==> src/rtl/clock_pkg.sv <==
// Shared state encodings, time-field limits and wrap helper for the clock controller.
package clock_pkg;

    typedef enum logic [1:0] {
        RUN      = 2'd0,
        SET_HOUR = 2'd1,
        SET_MIN  = 2'd2
    } state_t;

    localparam logic [5:0] HOUR_MAX = 6'd23;
    localparam logic [5:0] MIN_MAX  = 6'd59;
    localparam logic [5:0] SEC_MAX  = 6'd59;

    function automatic logic [5:0] wrap_inc(input logic [5:0] val, input logic [5:0] max);
        return (val >= max) ? 6'd0 : val + 6'd1;
    endfunction

endpackage

==> src/rtl/debouncer.sv <==
// Button conditioner: 2-flop synchronizer, stability down-counter and
// single-cycle pulse on each accepted rising level.
module debouncer #(
    parameter int DEBOUNCE_CYCLES = 500000
) (
    input  logic clk_i,
    input  logic rst_i,
    input  logic btn_i,
    output logic press_o
);

    localparam int CW = (DEBOUNCE_CYCLES > 1) ? $clog2(DEBOUNCE_CYCLES) : 1;
    localparam logic [CW-1:0] CNT_LOAD = CW'(DEBOUNCE_CYCLES - 1);

    logic [1:0]    sync_q;
    logic          level_q;
    logic [CW-1:0] cnt_q;

    // The counter reloads whenever the synchronized sample agrees with the
    // accepted level, so only an unbroken run of differing samples reaches zero.
    always_ff @(posedge clk_i or posedge rst_i) begin
        if (rst_i) begin
            sync_q  <= 2'b00;
            level_q <= 1'b0;
            cnt_q   <= CNT_LOAD;
            press_o <= 1'b0;
        end else begin
            sync_q  <= {sync_q[0], btn_i};
            press_o <= 1'b0;
            if (sync_q[1] == level_q) begin
                cnt_q <= CNT_LOAD;
            end else if (cnt_q == '0) begin
                level_q <= sync_q[1];
                cnt_q   <= CNT_LOAD;
                press_o <= sync_q[1];
            end else begin
                cnt_q <= cnt_q - 1'b1;
            end
        end
    end

endmodule

==> src/rtl/clock_ctrl.sv <==
// 24-hour clock with button-driven hour/minute setting and edit-field blink.
//
// state    | meaning
// ---------+-----------------------------------------------------------
// RUN      | time advances once per second tick, inc ignored
// SET_HOUR | chain frozen, inc steps hours (23 -> 0), field blinks
// SET_MIN  | chain frozen, inc steps minutes (59 -> 0), field blinks;
//          | leaving clears seconds and prescaler
module clock_ctrl
    import clock_pkg::*;
#(
    parameter int CLK_HZ          = 50000000,
    parameter int DEBOUNCE_CYCLES = 500000
) (
    input  logic       clk_i,
    input  logic       rst_i,
    input  logic       btn_mode_i,
    input  logic       btn_inc_i,
    output logic [5:0] hour_o,
    output logic [5:0] minute_o,
    output logic [5:0] second_o,
    output logic [1:0] mode_o,
    output logic       blink_o
);

    localparam int PW = (CLK_HZ > 1) ? $clog2(CLK_HZ) : 1;
    localparam logic [PW-1:0] PRESC_MAX   = PW'(CLK_HZ - 1);
    localparam logic [PW-1:0] BLINK_START = PW'(CLK_HZ / 2);

    logic          mode_press;
    logic          inc_press;
    logic          tick;
    logic [PW-1:0] presc_q;
    logic [PW-1:0] presc_nxt;
    state_t        state_q;
    state_t        state_nxt;
    logic [5:0]    hour_q;
    logic [5:0]    min_q;
    logic [5:0]    sec_q;

    debouncer #(.DEBOUNCE_CYCLES(DEBOUNCE_CYCLES)) u_db_mode (
        .clk_i   (clk_i),
        .rst_i   (rst_i),
        .btn_i   (btn_mode_i),
        .press_o (mode_press)
    );

    debouncer #(.DEBOUNCE_CYCLES(DEBOUNCE_CYCLES)) u_db_inc (
        .clk_i   (clk_i),
        .rst_i   (rst_i),
        .btn_i   (btn_inc_i),
        .press_o (inc_press)
    );

    assign tick = (presc_q == PRESC_MAX);

    always_comb begin
        state_nxt = state_q;
        presc_nxt = tick ? '0 : presc_q + 1'b1;
        case (state_q)
            RUN: begin
                if (mode_press) state_nxt = SET_HOUR;
            end
            SET_HOUR: begin
                if (mode_press) state_nxt = SET_MIN;
            end
            SET_MIN: begin
                if (mode_press) begin
                    state_nxt = RUN;
                    presc_nxt = '0;
                end
            end
            default: state_nxt = RUN;
        endcase
    end

    // Blink is derived from next-cycle state/prescaler so the registered
    // output lines up with the prescaler value it describes.
    always_ff @(posedge clk_i or posedge rst_i) begin
        if (rst_i) begin
            state_q <= RUN;
            presc_q <= '0;
            hour_q  <= 6'd0;
            min_q   <= 6'd0;
            sec_q   <= 6'd0;
            blink_o <= 1'b0;
        end else begin
            state_q <= state_nxt;
            presc_q <= presc_nxt;
            blink_o <= (state_nxt != RUN) && (presc_nxt >= BLINK_START);
            case (state_q)
                RUN: begin
                    if (tick) begin
                        sec_q <= wrap_inc(sec_q, SEC_MAX);
                        if (sec_q == SEC_MAX) begin
                            min_q <= wrap_inc(min_q, MIN_MAX);
                            if (min_q == MIN_MAX) hour_q <= wrap_inc(hour_q, HOUR_MAX);
                        end
                    end
                end
                SET_HOUR: begin
                    if (inc_press && !mode_press) hour_q <= wrap_inc(hour_q, HOUR_MAX);
                end
                SET_MIN: begin
                    if (mode_press) sec_q <= 6'd0;
                    else if (inc_press) min_q <= wrap_inc(min_q, MIN_MAX);
                end
                default: ;
            endcase
        end
    end

    assign hour_o   = hour_q;
    assign minute_o = min_q;
    assign second_o = sec_q;
    assign mode_o   = state_q;

endmodule
==> config.mk <==
export PLATFORM = sky130hd
export DESIGN_NAME = clock_ctrl
export DESIGN_NICKNAME = d
export VERILOG_FILES = /design/src/rtl/clock_pkg.sv /design/src/rtl/debouncer.sv /design/src/rtl/clock_ctrl.sv
export SDC_FILE = /design/constraint.sdc
export NUM_CORES = 1
export LEC_CHECK = 0
export CORE_MARGIN = 4
export CORE_UTILIZATION = 35
export DETAILED_ROUTE_END_ITERATION = 8
export HOLD_SLACK_MARGIN = 0.12
export PLACE_DENSITY = 0.62
export SLEW_MARGIN = 20
export SYNTH_ARGS = -nofsm -noshare
export SYNTH_HDL_FRONTEND = slang
export SYNTH_HIERARCHICAL = 1
export SYNTH_SLANG_ARGS = --single-unit
==> constraint.sdc <==
create_clock -name clk_i -period 4.9 [get_ports clk_i]
set_input_delay 0.98 -clock clk_i [delete_from_list [all_inputs] [get_ports clk_i]]
set_output_delay 0.98 -clock clk_i [all_outputs]
set_load 0.02 [all_outputs]
==> impl_metrics.json, run 1 <==
{
  "setup_viol": 0,
  "status": "finished clean",
  "hold_viol": 0,
  "path_buf_inv": 1,
  "critical_path_class": "flip-flop to primary output",
  "crit_slowest_cell": "clkdlybuf4s50_1",
  "max_freq_mhz": 395,
  "ant_nets": 0,
  "clockBufferDepth": 2,
  "clkTransAtPathRegs_ns": 0.06,
  "seq_area_sq_um": 2350,
  "ys_seq_area_share_pct": 46.9,
  "hpwl_um": 6910,
  "clkSinkCount": 93,
  "pin_count": 25,
  "cts_inserted_buffers": 9,
  "power_density_nw_per_um2": 266,
  "place_inst": 688,
  "peakVddDrop_uv": 231,
  "gp_congestion": 0.825,
  "ys_types": 66,
  "worstSetupEndpointType": "primary output",
  "critPathArrivalTime_ns": 1.55,
  "syn_area_per_cell_sq_um": 10.1,
  "p_leak_nw": 2.26,
  "synth_area_sq_um": 5020,
  "power.share.clock_pct": 45.8,
  "grt_pass1_vias": 3722,
  "antenna_cells": 0,
  "via_per_inst": 5.29,
  "path_delay_family": "buffers and inverters",
  "synth-edff-count": 0,
  "layout_min_cycle_time_ns": 2.53,
  "yosysWarningCount": 6,
  "rsz0062_at_grt": "false",
  "worst_hold_slack_ns": 0.348,
  "p_int_w": 0.00120,
  "async_flop_share_pct": 100,
  "fin_ws_ns": 2.37,
  "cts_resized": 0,
  "stdcell_count": 704,
  "finClkSkew_ns": 0.00377,
  "setup_tns_ns": 0,
  "drive_gt1_share_pct": 13.2,
  "vias": 3723,
  "seq_power_share_pct": 51.7,
  "drcViolationCount": 0,
  "num-fill-cells": 1346,
  "wl_per_cell_um": 14.2,
  "drv_cap": 0,
  "worstPathRequired_ns": 3.92,
  "cts-root-buf": "clkbuf_16",
  "cts_hold_buf": 0,
  "postCtsSetupBuffers": 0,
  "post-place-ws_ns": 2.43,
  "switching_share_pct": 21.0,
  "slew_headroom_pct": 42.7,
  "layout.nets": 531,
  "grt_max_degree": 48,
  "grt_usage_pct": 13.1,
  "grt_pass1_wl_um": 17800,
  "drtIter0Drc": 182,
  "port_buffers": 24,
  "p_comb_share_pct": 2.5,
  "antenna_found_initial": 0,
  "synth_nets": 507,
  "die_h_um": 128,
  "grt_remaining_overflow": 0,
  "htreeDepth": 3,
  "hp-class": "flip-flop to flip-flop",
  "initial_utilization_pct": 36.0,
  "cts_tree": "yes",
  "multiInputGateArea_sq_um": 2530,
  "start_kind": "flip-flop",
  "dieArea_sq_um": 16300,
  "core_sq_um": 13900,
  "slowest_delay_ns": 0.68,
  "p_switching_w": 0.000319,
  "maxSlewViolCount": 0,
  "fp-row-count": 43,
  "die_x_um": 128,
  "area_growth_pct": 13.8,
  "worstPathMaxFanout": 10,
  "synth_cells": 495,
  "clkLatencyLatePin_ns": 0.34,
  "first_pass_iters": 4,
  "min_period_over_period_pct": 51.7,
  "crit_chain": "clkdlybuf4s50_1",
  "synth-main-ff-cell": "dfrtp_1",
  "synth_seq_cells": 93,
  "drt-total-wl_um": 9990,
  "tightestPinTransition_ns": 0.858
}
[cell usage in the layout, fill, tap and decap left out, drive strengths merged, types with 3 or more instances in the layout]
cell / instances
nand3b: 7
ha: 8
nand2: 50
a211o: 3
clkbuf: 13
nor3b: 5
xor2: 28
inv: 14
dfstp: 22
o21ai: 21
or2: 5
or3: 9
nor4: 18
xnor2: 16
dfrtp: 71
nor2b: 4
nand2b: 5
and3: 6
clkdlybuf4s50: 24
mux2: 3
and2: 3
or4: 9
nor4b: 3
nand4: 15
nand4b: 6
and4: 6
a21oi: 16
nor3: 12
o31ai: 14
and2b: 3
nand3: 22
o21bai: 4
a21o: 7
nor2: 48
[power groups by stage]
stage	clock network (W)	logic [W]	registers, W
2_1_floorplan	0	0.0000272	0.000797
3_3_place_gp	0	0.0000384	0.000798
3_5_place_dp	0	0.0000391	0.000799
4_1_cts	0.000722	0.0000392	0.000785
5_1_grt	0.000754	0.0000442	0.000786
6_report	0.000695	0.0000375	0.000785
[cell usage after synthesis, types with 4 or more instances]
| cell | instances | share of area [%] |
|---|---|---|
| and4_1 | 5 | 0.87 |
| o21ai_0 | 20 | 2.0 |
| a21oi_1 | 14 | 1.4 |
| dfrtp_1 | 71 | 35 |
| ha_1 | 8 | 2.0 |
| nor3b_1 | 5 | 0.75 |
| or2_2 | 5 | 0.62 |
| inv_1 | 14 | 1.0 |
| xnor2_1 | 16 | 2.8 |
| nor2_1 | 48 | 3.6 |
| nor4_1 | 14 | 1.7 |
| nand3b_1 | 7 | 1.0 |
| nand2b_1 | 5 | 0.62 |
| nand2_1 | 48 | 3.6 |
| and3_1 | 6 | 0.75 |
| or3_1 | 6 | 0.75 |
| or4_1 | 9 | 1.3 |
| a21o_1 | 7 | 1.0 |
| nand4_1 | 11 | 1.4 |
| nand3_1 | 21 | 2.1 |
| dfstp_2 | 22 | 12 |
| nand4b_1 | 6 | 1.0 |
| nor4_4 | 4 | 1.7 |
| nor3_1 | 11 | 1.1 |
| o31ai_1 | 14 | 2.1 |
| xor2_1 | 28 | 4.9 |
| nor2b_1 | 4 | 0.50 |
[worst paths after layout]
check	startpoint	endpoint	slack, ns	cells past startpoint
worst max-delay path	mode_o[0]	mode_o[0]	2.37	1
worst min-delay path	u_db_inc/sync_q[0]	u_db_inc/sync_q[1]	0.35	0
worst max register to register	presc_q[0]	minute_o[4]	2.42	7
worst min register to register	u_db_inc/sync_q[0]	u_db_inc/sync_q[1]	0.35	0
max in group asynchronous	rst_i	u_db_inc/press_o	3.13	2
min in group asynchronous	rst_i	presc_q[2]	1.20	2
[logic make-up (layout without fill, tap and decap cells)]
group	after synthesis	after routing	share of synthesized area, %
simple gates	238	238	28.3
flops	93	93	46.9
compound gates	82	82	11.5
xor+xnor	44	44	7.68
buf+inv	26	55	2.57
fa+ha+maj	8	8	2.00
mux	4	4	1.02
[layer usage]
layer	part of all wire, %	routed length [um]	global-route usage [%]
met5	0	0	0
met4	1.5	153	4.74
met3	3.3	326	3.29
met2	47	4700	20.4
met1	48	4810	17.9
[final cells by class]
type                       count  share of cell area [%]
clock buffer                  13                    4.38
clock inverter                 3                   0.767
inverter                      14                   0.943
multi-input combinational    376                    44.4
sequential                    93                    41.3
tap                          180                    3.95
timing repair buffer          25                    4.34
[flip-flops by register name, indices dropped and copies added, names as in the netlist, 2 cells and up]
register          flops
u_db_mode/sync_q      2
minute_o              6
mode_o                2
presc_q              26
u_db_mode/cnt_q      19
second_o              6
hour_o                6
u_db_inc/sync_q       2
u_db_inc/cnt_q       19
[stage by stage]
stage | cell area (sq um) | power [W] | util (%)
detailed placement | 5410 | 0.000838 | 38.8
CTS | 5710 | 0.00155 | 41.0
floorplan | 5020 | 0.000824 | -
global placement | 5410 | 0.000837 | 38.8
finish | 5710 | 0.00152 | 41.0
global route | 5710 | 0.00158 | 41.0
No activity file was read; power rests on OpenSTA's default activity.
==> inputs of run 2 (changes only) <==
--- a/config.mk
+++ b/config.mk
@@ -9,7 +9,7 @@
 export CORE_UTILIZATION = 35
 export DETAILED_ROUTE_END_ITERATION = 8
 export HOLD_SLACK_MARGIN = 0.12
-export PLACE_DENSITY = 0.62
+export PLACE_DENSITY = 0.64
 export SLEW_MARGIN = 20
 export SYNTH_ARGS = -nofsm -noshare
 export SYNTH_HDL_FRONTEND = slang
==> constraint.sdc (replaced) <==
create_clock -name clk_i -period 2.1 [get_ports clk_i]
set_input_delay 0.42 -clock clk_i [delete_from_list [all_inputs] [get_ports clk_i]]
set_output_delay 0.42 -clock clk_i [all_outputs]
set_load 0.02 [all_outputs]
==> impl_metrics.json, run 2 (same netlist as run 1, synthesis figures left out) <==
{
  "dieArea_sq_um": 16300,
  "hp-class": "input pin to async pin",
  "via_per_inst": 5.28,
  "setup_tns_ns": -0.179,
  "die_x_um": 128,
  "drv_cap": 0,
  "postLayoutCellArea_sq_um": 6450,
  "crit_slowest_cell": "or4b_1",
  "worst_hold_slack_ns": 0.305,
  "initial_utilization_pct": 36.0,
  "place_area_sq_um": 5980,
  "layout_min_cycle_time_ns": 2.18,
  "ant_nets": 0,
  "critPathArrivalTime_ns": 2.41,
  "vias": 4127,
  "fp-row-count": 43,
  "clockBufferDepth": 2,
  "htreeDepth": 3,
  "peakVddDrop_uv": 417,
  "crit_chain": "ha_4 > nand2b_4 > or4b_1 > or4_4 > a21o_4 > a21o_1 > a22o_1",
  "layout_common_cells": "buf_4 (74), dfrtp_1 (66), nor2_1 (48), nand2_1 (47), xor2_1 (28)",
  "power_density_nw_per_um2": 538,
  "min_period_over_period_pct": 104,
  "drtIter0Drc": 232,
  "p_leak_nw": 2.69,
  "reg_top3": "presc_q (26), u_db_inc/cnt_q (19), u_db_mode/cnt_q (19)",
  "first_pass_iters": 5,
  "antenna_found_initial": 0,
  "setup_viol": 5,
  "fin_ws_ns": -0.0838,
  "grt_remaining_overflow": 0,
  "stdcell_count": 782,
  "die_h_um": 128,
  "place_inst": 757,
  "worstSetupEndpointType": "flip-flop",
  "pin_count": 25,
  "mostFrequentLayoutCell": "buf_4",
  "drive_gt1_share_pct": 29.7,
  "hpwl_um": 7780,
  "hold_viol": 0,
  "worstPathRequired_ns": 2.33,
  "finClkSkew_ns": 0.00702,
  "top_register": "presc_q",
  "final_util_pct": 46.3,
  "antenna_cells": 0,
  "rsz0062_at_grt": "true",
  "violations": "setup timing",
  "slowest_delay_ns": 0.47,
  "status": "complete, but fails checks",
  "clkSinkCount": 93,
  "area_growth_pct": 28.7,
  "layout.nets": 609,
  "worstPathMaxFanout": 5,
  "wl_per_cell_um": 14.2,
  "num-fill-cells": 1290,
  "slew_headroom_pct": 64.0,
  "cts-root-buf": "clkbuf_16",
  "drt-total-wl_um": 11100,
  "critical_path_class": "flip-flop to flip-flop",
  "grt_pass1_wl_um": 19400,
  "maxSlewViolCount": 0,
  "grt_usage_pct": 14.2,
  "cts_inserted_buffers": 9,
  "port_buffers": 24,
  "core_sq_um": 13900,
  "largest_reg_flops": 26,
  "start_kind": "flip-flop",
  "clkTransAtPathRegs_ns": 0.07,
  "grt_pass1_vias": 4112,
  "drcViolationCount": 0,
  "max_freq_mhz": 458,
  "gp_congestion": 0.888,
  "clkLatencyLatePin_ns": 0.34,
  "cts_hold_buf": 0,
  "tightestPinTransition_ns": 0.537,
  "cts_tree": "yes",
  "grt_max_degree": 48
}
==> run 2: cell types whose count changed in the layout (fill, tap and decap cells not counted), moves of 3 or more <==
cell	previous run	this run
nand2b_4	0	3
buf_4	1	74
ha_1	8	5
o21ai_1	1	4
dfrtp_1	71	66
clkbuf_1	3	0
o21ai_0	20	16
nand2b_1	5	2
dfrtp_2	0	5
==> run 2: path summary, 6_finish.rpt <==
path                                      from                  end  slack [ns]  depth (start not counted)
hold / removal                           rst_i   u_db_inc/sync_q[1]        0.30                          2
setup / recovery                   minute_o[0]            hour_o[3]       -0.08                          7
hold reg to reg            u_db_mode/sync_q[0]  u_db_mode/sync_q[1]        0.35                          0
setup reg to reg                   minute_o[0]            hour_o[3]       -0.08                          7
max in group asynchronous                rst_i   u_db_inc/cnt_q[16]        1.27                          3
min in group clk_i         u_db_mode/sync_q[0]  u_db_mode/sync_q[1]        0.35                          0
==> run 2: stage by stage <==
step / worst slack [ns] / power, W
6_report: -0.0838 / 0.00347
5_1_grt: -0.134 / 0.00362
4_1_cts: -0.0989 / 0.00353
3_5_place_dp: -0.131 / 0.00197
3_3_place_gp: -0.114 / 0.00197
2_1_floorplan: -0.120 / 0.00192
==> run 2: area by class of cell <==
class,instances,area [sq um],area share [%]
inverters,14,52.6,0.814
well taps,180,225,3.49
flip-flops and latches,93,2360,36.6
multi-input cells,378,2690,41.7
clock inverters,6,46.3,0.717
repair buffers,101,838,13.0
clock buffers,10,239,3.70
==> run 2: metal layers <==
metal	vias up	share of wire [%]	GRT usage, %
met4	0	0.89	3.37
met5	-	0	0
met2	55	50	23.8
li1	2000	-	-
met1	2061	46	19.1
met3	11	2.8	2.92
==> run 2: repair_timing <==
item,in CTS,in global routing
gates cloned,2,0
pin swaps,6,12
hold endpoints to repair,0,0
gates resized for setup,12,18
setup endpoints to repair,10,16
buffers inserted,6,1
==> run 2: worst max-delay path: cells and delay by family, from the launching register on <==
| family | cells | cell delay [ns] |
|---|---|---|
| fa+ha+maj | 1 | 0.15 |
| simple gates | 3 | 0.97 |
| flops | 1 | 0.39 |
| compound gates | 3 | 0.56 |
==> run 2: power breakdown <==
group | switching [W] | total [W] | leakage (nW) | internal (W)
combinational | 0.0000683 | 0.000102 | 1.37 | 0.0000341
clock | 0.000696 | 0.00154 | 0.135 | 0.000841
sequential | 0.0000189 | 0.00183 | 1.19 | 0.00181
